<file path="src/rtl/mem_stage_responder_if.sv">
// +--------------------------------------------------------------------------+
// | mem_stage_responder_if : sequencer request/response and data-bus bundle  |
// | Rev 1.0                                                                  |
// +--------------------------------------------------------------------------+
`default_nettype none

interface mem_stage_responder_if #(
    parameter int ADDR_W = 32,
    parameter int DATA_W = 32
);
    logic                  req;
    logic                  req_we;
    logic [ADDR_W-1:0]     req_addr;
    logic [DATA_W-1:0]     req_wdata;
    logic [DATA_W/8-1:0]   req_be;
    logic                  stall;
    logic                  done;
    logic [DATA_W-1:0]     rdata;
    logic                  err;
    logic                  bus_valid;
    logic                  bus_we;
    logic [ADDR_W-1:0]     bus_addr;
    logic [DATA_W-1:0]     bus_wdata;
    logic [DATA_W/8-1:0]   bus_be;
    logic                  bus_ready;
    logic [DATA_W-1:0]     bus_rdata;

    modport slave (
        input  req, req_we, req_addr, req_wdata, req_be, bus_ready, bus_rdata,
        output stall, done, rdata, err,
        output bus_valid, bus_we, bus_addr, bus_wdata, bus_be
    );

    modport master (
        output req, req_we, req_addr, req_wdata, req_be, bus_ready, bus_rdata,
        input  stall, done, rdata, err,
        input  bus_valid, bus_we, bus_addr, bus_wdata, bus_be
    );
endinterface

`default_nettype wire

</file>
<file path="src/rtl/mem_stage_responder.sv">
// +--------------------------------------------------------------------------+
// | mem_stage_responder : MEM-stage access strobe -> one valid/ready bus txn |
// | Rev 1.0                                                                  |
// +--------------------------------------------------------------------------+
`default_nettype none

module mem_stage_responder #(
    parameter int ADDR_W  = 32,
    parameter int DATA_W  = 32,
    parameter int TIMEOUT = 255
) (
    input  wire logic             clk,
    input  wire logic             reset_n,
    mem_stage_responder_if.slave  mif
);
    localparam int                BE_W       = DATA_W / 8;
    localparam logic [BE_W-1:0]   c_BE_ALL   = '1;
    localparam logic [BE_W-1:0]   c_HALF_LO  = BE_W'(4'b0011);
    localparam logic [BE_W-1:0]   c_HALF_HI  = BE_W'(4'b1100);
    localparam logic [7:0]        c_TO_LAST  = 8'(TIMEOUT - 1);

    typedef enum logic [1:0] {
        S_IDLE = 2'd0,
        S_BUS  = 2'd1,
        S_DONE = 2'd2
    } state_t;

    state_t              r_state;
    state_t              w_next;
    logic                w_stall;
    logic                w_bus_valid;
    logic                w_done;
    logic                w_misaligned;
    logic                w_timeout;
    logic                w_accept;

    logic                r_we;
    logic [ADDR_W-1:2]   r_addr;
    logic [DATA_W-1:0]   r_wdata;
    logic [BE_W-1:0]     r_be;
    logic [DATA_W-1:0]   r_rdata;
    logic                r_err;
    logic [7:0]          r_count;

    assign w_misaligned = (mif.req_be == '0)
                       || ((mif.req_be == c_BE_ALL) && (mif.req_addr[1:0] != 2'b00))
                       || (((mif.req_be == c_HALF_LO) || (mif.req_be == c_HALF_HI))
                           && mif.req_addr[0]);
    assign w_timeout = (r_count == c_TO_LAST);
    assign w_accept  = (r_state == S_IDLE) && mif.req;

    always_ff @(posedge clk) begin
        if (!reset_n) r_state <= S_IDLE;
        else          r_state <= w_next;
    end

    always_comb begin
        w_next      = r_state;
        w_stall     = 1'b0;
        w_bus_valid = 1'b0;
        w_done      = 1'b0;
        case (r_state)
            S_IDLE: begin
                if (mif.req) w_next = w_misaligned ? S_DONE : S_BUS;
            end
            S_BUS: begin
                w_stall     = 1'b1;
                w_bus_valid = 1'b1;
                if (mif.bus_ready || w_timeout) w_next = S_DONE;
            end
            S_DONE: begin
                w_done = 1'b1;
                w_next = S_IDLE;
            end
            default: w_next = S_IDLE;
        endcase
    end

    // Request fields are captured only when accepted in IDLE, so they hold for the whole bus phase.
    always_ff @(posedge clk) begin
        if (!reset_n) begin
            r_we    <= 1'b0;
            r_addr  <= '0;
            r_wdata <= '0;
            r_be    <= '0;
            r_rdata <= '0;
            r_err   <= 1'b0;
            r_count <= 8'd0;
        end else begin
            if (w_accept) begin
                r_we    <= mif.req_we;
                r_addr  <= mif.req_addr[ADDR_W-1:2];
                r_wdata <= mif.req_wdata;
                r_be    <= mif.req_be;
                r_count <= 8'd0;
            end else if ((r_state == S_BUS) && !mif.bus_ready) begin
                r_count <= r_count + 8'd1;
            end

            if ((r_state == S_BUS) && mif.bus_ready && !r_we)
                r_rdata <= mif.bus_rdata;

            if ((w_accept && w_misaligned)
                || ((r_state != S_IDLE) && mif.req)
                || ((r_state == S_BUS) && !mif.bus_ready && w_timeout))
                r_err <= 1'b1;
        end
    end

    assign mif.stall     = w_stall;
    assign mif.done      = w_done;
    assign mif.rdata     = r_rdata;
    assign mif.err       = r_err;
    assign mif.bus_valid = w_bus_valid;
    assign mif.bus_we    = r_we;
    assign mif.bus_addr  = {r_addr, 2'b00};
    assign mif.bus_wdata = r_wdata;
    assign mif.bus_be    = r_be;

endmodule

`default_nettype wire
</file>
<file path="src/flat_wrapper.sv">
// flat-port wrapper written by rule: the top's interface ports become plain ports
module mem_stage_responder_flat 
#(
    parameter int ADDR_W  = 32,
    parameter int DATA_W  = 32,
    parameter int TIMEOUT = 255
)
  (clk, reset_n, mif_req, mif_req_we, mif_req_addr, mif_req_wdata, mif_req_be, mif_bus_ready, mif_bus_rdata, mif_stall, mif_done, mif_rdata, mif_err, mif_bus_valid, mif_bus_we, mif_bus_addr, mif_bus_wdata, mif_bus_be);
  mem_stage_responder_if #(.ADDR_W(ADDR_W), .DATA_W(DATA_W)) mif_i ();
  input  wire logic clk;
  input  wire logic reset_n;
  input wire logic [$bits(mif_i.req)-1:0] mif_req;
  input wire logic [$bits(mif_i.req_we)-1:0] mif_req_we;
  input wire logic [$bits(mif_i.req_addr)-1:0] mif_req_addr;
  input wire logic [$bits(mif_i.req_wdata)-1:0] mif_req_wdata;
  input wire logic [$bits(mif_i.req_be)-1:0] mif_req_be;
  input wire logic [$bits(mif_i.bus_ready)-1:0] mif_bus_ready;
  input wire logic [$bits(mif_i.bus_rdata)-1:0] mif_bus_rdata;
  output wire logic [$bits(mif_i.stall)-1:0] mif_stall;
  output wire logic [$bits(mif_i.done)-1:0] mif_done;
  output wire logic [$bits(mif_i.rdata)-1:0] mif_rdata;
  output wire logic [$bits(mif_i.err)-1:0] mif_err;
  output wire logic [$bits(mif_i.bus_valid)-1:0] mif_bus_valid;
  output wire logic [$bits(mif_i.bus_we)-1:0] mif_bus_we;
  output wire logic [$bits(mif_i.bus_addr)-1:0] mif_bus_addr;
  output wire logic [$bits(mif_i.bus_wdata)-1:0] mif_bus_wdata;
  output wire logic [$bits(mif_i.bus_be)-1:0] mif_bus_be;
  assign mif_i.req = mif_req;
  assign mif_i.req_we = mif_req_we;
  assign mif_i.req_addr = mif_req_addr;
  assign mif_i.req_wdata = mif_req_wdata;
  assign mif_i.req_be = mif_req_be;
  assign mif_i.bus_ready = mif_bus_ready;
  assign mif_i.bus_rdata = mif_bus_rdata;
  assign mif_stall = mif_i.stall;
  assign mif_done = mif_i.done;
  assign mif_rdata = mif_i.rdata;
  assign mif_err = mif_i.err;
  assign mif_bus_valid = mif_i.bus_valid;
  assign mif_bus_we = mif_i.bus_we;
  assign mif_bus_addr = mif_i.bus_addr;
  assign mif_bus_wdata = mif_i.bus_wdata;
  assign mif_bus_be = mif_i.bus_be;
  mem_stage_responder #(.ADDR_W(ADDR_W), .DATA_W(DATA_W), .TIMEOUT(TIMEOUT)) u_core (.clk(clk), .reset_n(reset_n), .mif(mif_i));
endmodule
</file>
<file path="config.mk">
export PLATFORM = sky130hd
export DESIGN_NAME = mem_stage_responder_flat
export DESIGN_NICKNAME = d
export VERILOG_FILES = /design/src/rtl/mem_stage_responder_if.sv /design/src/rtl/mem_stage_responder.sv /design/src/flat_wrapper.sv
export SDC_FILE = /design/constraint.sdc
export NUM_CORES = 1
export LEC_CHECK = 0
export ABC_AREA = 1
export ABC_CLOCK_PERIOD_IN_PS = 2450
export CORE_ASPECT_RATIO = 1.75
export CORE_UTILIZATION = 43
export DETAILED_ROUTE_END_ITERATION = 7
export PLACE_DENSITY = 0.86
export SETUP_SLACK_MARGIN = 0.1
export SYNTH_ARGS = -nofsm -noshare
export SYNTH_HDL_FRONTEND = slang
export SYNTH_SLANG_ARGS = --single-unit
</file>
<file path="constraint.sdc">
create_clock -name clk -period 2.45 [get_ports clk]
set_input_delay 0.3675 -clock clk [delete_from_list [all_inputs] [get_ports clk]]
set_output_delay 0.3675 -clock clk [all_outputs]
set_load 0.01 [all_outputs]
</file>
==> metrics <==
status=finished clean; Slew headroom=56.2%; First DRT Iteration DRCs=165; DP Area=0.00616 mm²; Nets=825; clock transition at the registers of the reported paths=0.07 ns; Mapped Cells=528; Layout Cells excl Fill=843; maximum vdd drop=479 µV; CTS tree=built; Post-CTS Hold Fix Bufs=0; Final ANT Viol Nets=0; Post-synth ARST share=0%; num ports=210; Final Slew Violations=0; PortBufs=207; Final Util=70.7%; max_cap viols=0; GR Overflow Total=0; post-DR wirelength/cell=13.8 µm; Synth Cell Area=0.00407 mm²; achievable frequency=543 MHz; Starting Density=44.4%; Pre-Repair DR Iteration Count=4; Netlist cell types=24; clock sinks=110; Seq cells post-synth=110; Post-DP HPWL=8470 µm; fin area=0.00647 mm²; synthesis-to-finish area growth=59.1%; htree depth=3; CTS resizes=0; Hold WS=0.482 ns; CTS Buf Count=9; Primary FF master, synth=dfxtp_1; diodes inserted=0; CP startpoint kind=flop; syn avg cell area=7.70 µm²; gr usage total=23.7%; sequential area share after synthesis=54.1%; largest net degree at the start of global routing=72; clk buf depth=2; Slew @ Worst Pin=0.657 ns; row count=46; number of synthesized flops with an enable pin=0; crit path time final=1.84 ns; Post-route DRC=0; clk_lat worst skew=0.34 ns; Die ar.=0.00987 mm²; vias=4106; WS Path Type=flop to primary output; leakage=0.00250 µW; Ys Warns=0; clock root cell=clkbuf_16; Final Wtd Congestion=0.783; RSZ-0062 raised after global routing=no; min-delay worst type=flop to flop; Cells after DPL=827; pwr/cell area=747 mW/mm²; Max Fanout on Critical Path=5; setup repair bufs after CTS=0; Max Clock Skew=0.00470 ns; die width=75.5 µm; fin crit share=75.2%; endpoints failing hold=0; antenna violations before repair=0; placeable core area=0.00915 mm²; share of cells above drive strength 1=5.67%; vias in the first global route=3892; first-pass GRT wire length=17700 µm; Data required, critical path=2.08 ns; TNS Setup=0 ns; crit end category=primary output; final setup fails=0; worst endpoint data arrival time=1.47 ns; die height=131 µm; DRT Wirelength=11600 µm; DR vias/cell=4.87
## metrics by stage
step	setup slack, ns	total power [µW]
2_1_floorplan	1.32	2710
3_3_place_gp	0.695	3350
3_5_place_dp	0.578	3390
4_1_cts	0.601	4870
5_1_grt	0.516	5100
6_report	0.608	4830
## worst max-delay path: stages, from the launching register on
cell,delay (ns)
dfxtp_1,0.31
inv_2,0.10
nand2_2,0.10
inv_2,0.10
clkdlybuf4s50_1,0.53
## power breakdown
part | internal, µW | switching [µW]
clock | 853 | 633
combinational | 658 | 573
sequential | 2000 | 117
total | 3510 | 1320
## routing by layer
metal  vias to the layer above  part of all wire, %  global-route usage (%)
li1                       2056                    -                       -
met1                      1845                   38                    23.3
met2                       176                   51                    41.2
met3                        29                  8.3                    9.74
met4                         0                  3.5                    12.4
met5                         -                    0                       0
## final timing paths
path / start / endpoint / slack [ns] / depth (start not counted)
hold / removal: u_core.mif.bus_wdata[31] / u_core.mif.bus_wdata[31] / 0.48 / 2
hold reg to reg: u_core.mif.bus_wdata[31] / u_core.mif.bus_wdata[31] / 0.48 / 2
setup reg to reg: u_core.r_state[1] / u_core.mif.rdata[5] / 1.05 / 7
setup / recovery: u_core.r_state[1] / mif_stall / 0.61 / 4
## final cells by class
type	count	area, µm²
fillers	691	2680
flip-flops and latches	110	2200
repair buffers	212	2130
multi-input cells	368	1610
clock buffers	12	256
well taps	120	150
inverters	17	63.8
clock inverters	4	55.1
## cell usage in the layout (no fill, tap or decap), drive strengths merged, types with 2 or more instances in the layout
cell type / count
clkbuf: 12
buf: 6
clkdlybuf4s50: 206
inv: 17
nand3: 5
a21oi: 11
nand2: 32
dfxtp: 110
o21ai: 104
conb: 2
ha: 2
nor2: 207
clkinv: 2
a31oi: 2
## kinds of logic (layout without fill, tap and decap cells)
group / count (synthesis) / count (layout) / share of synthesized area, %
flops: 110 / 110 / 54.1
fa+ha+maj: 2 / 2 / 0.615
buf+inv: 51 / 245 / 6.27
simple gates: 246 / 246 / 24.1
other cells: 1 / 2 / 0.0922
compound gates: 118 / 118 / 14.8
## sequential cells by signal, indices dropped and copies added, names as in the netlist
name	flops
u_core.r_count	8
u_core.mif.bus_we	1
u_core.mif.bus_wdata	32
u_core.r_state	2
u_core.mif.bus_be	4
u_core.r_addr	30
u_core.mif.err	1
u_core.mif.rdata	32
## synth_stat cells (2+ instances only)
cell type,instances,share of area [%]
a31oi_1,2,0.31
nand3_1,4,0.49
o21ai_0,99,12
nor2_4,2,0.55
nor2_1,201,19
nor2_2,4,0.62
inv_1,11,1.0
buf_4,7,1.3
a21oi_1,11,1.4
o21ai_1,5,0.62
inv_2,6,0.55
nand2_2,6,0.92
ha_1,2,0.62
nand2_1,26,2.4
buf_2,21,2.6
clkbuf_1,2,0.18
dfxtp_1,110,54
clkbuf_2,3,0.37
(Power assumes the default switching activity.)
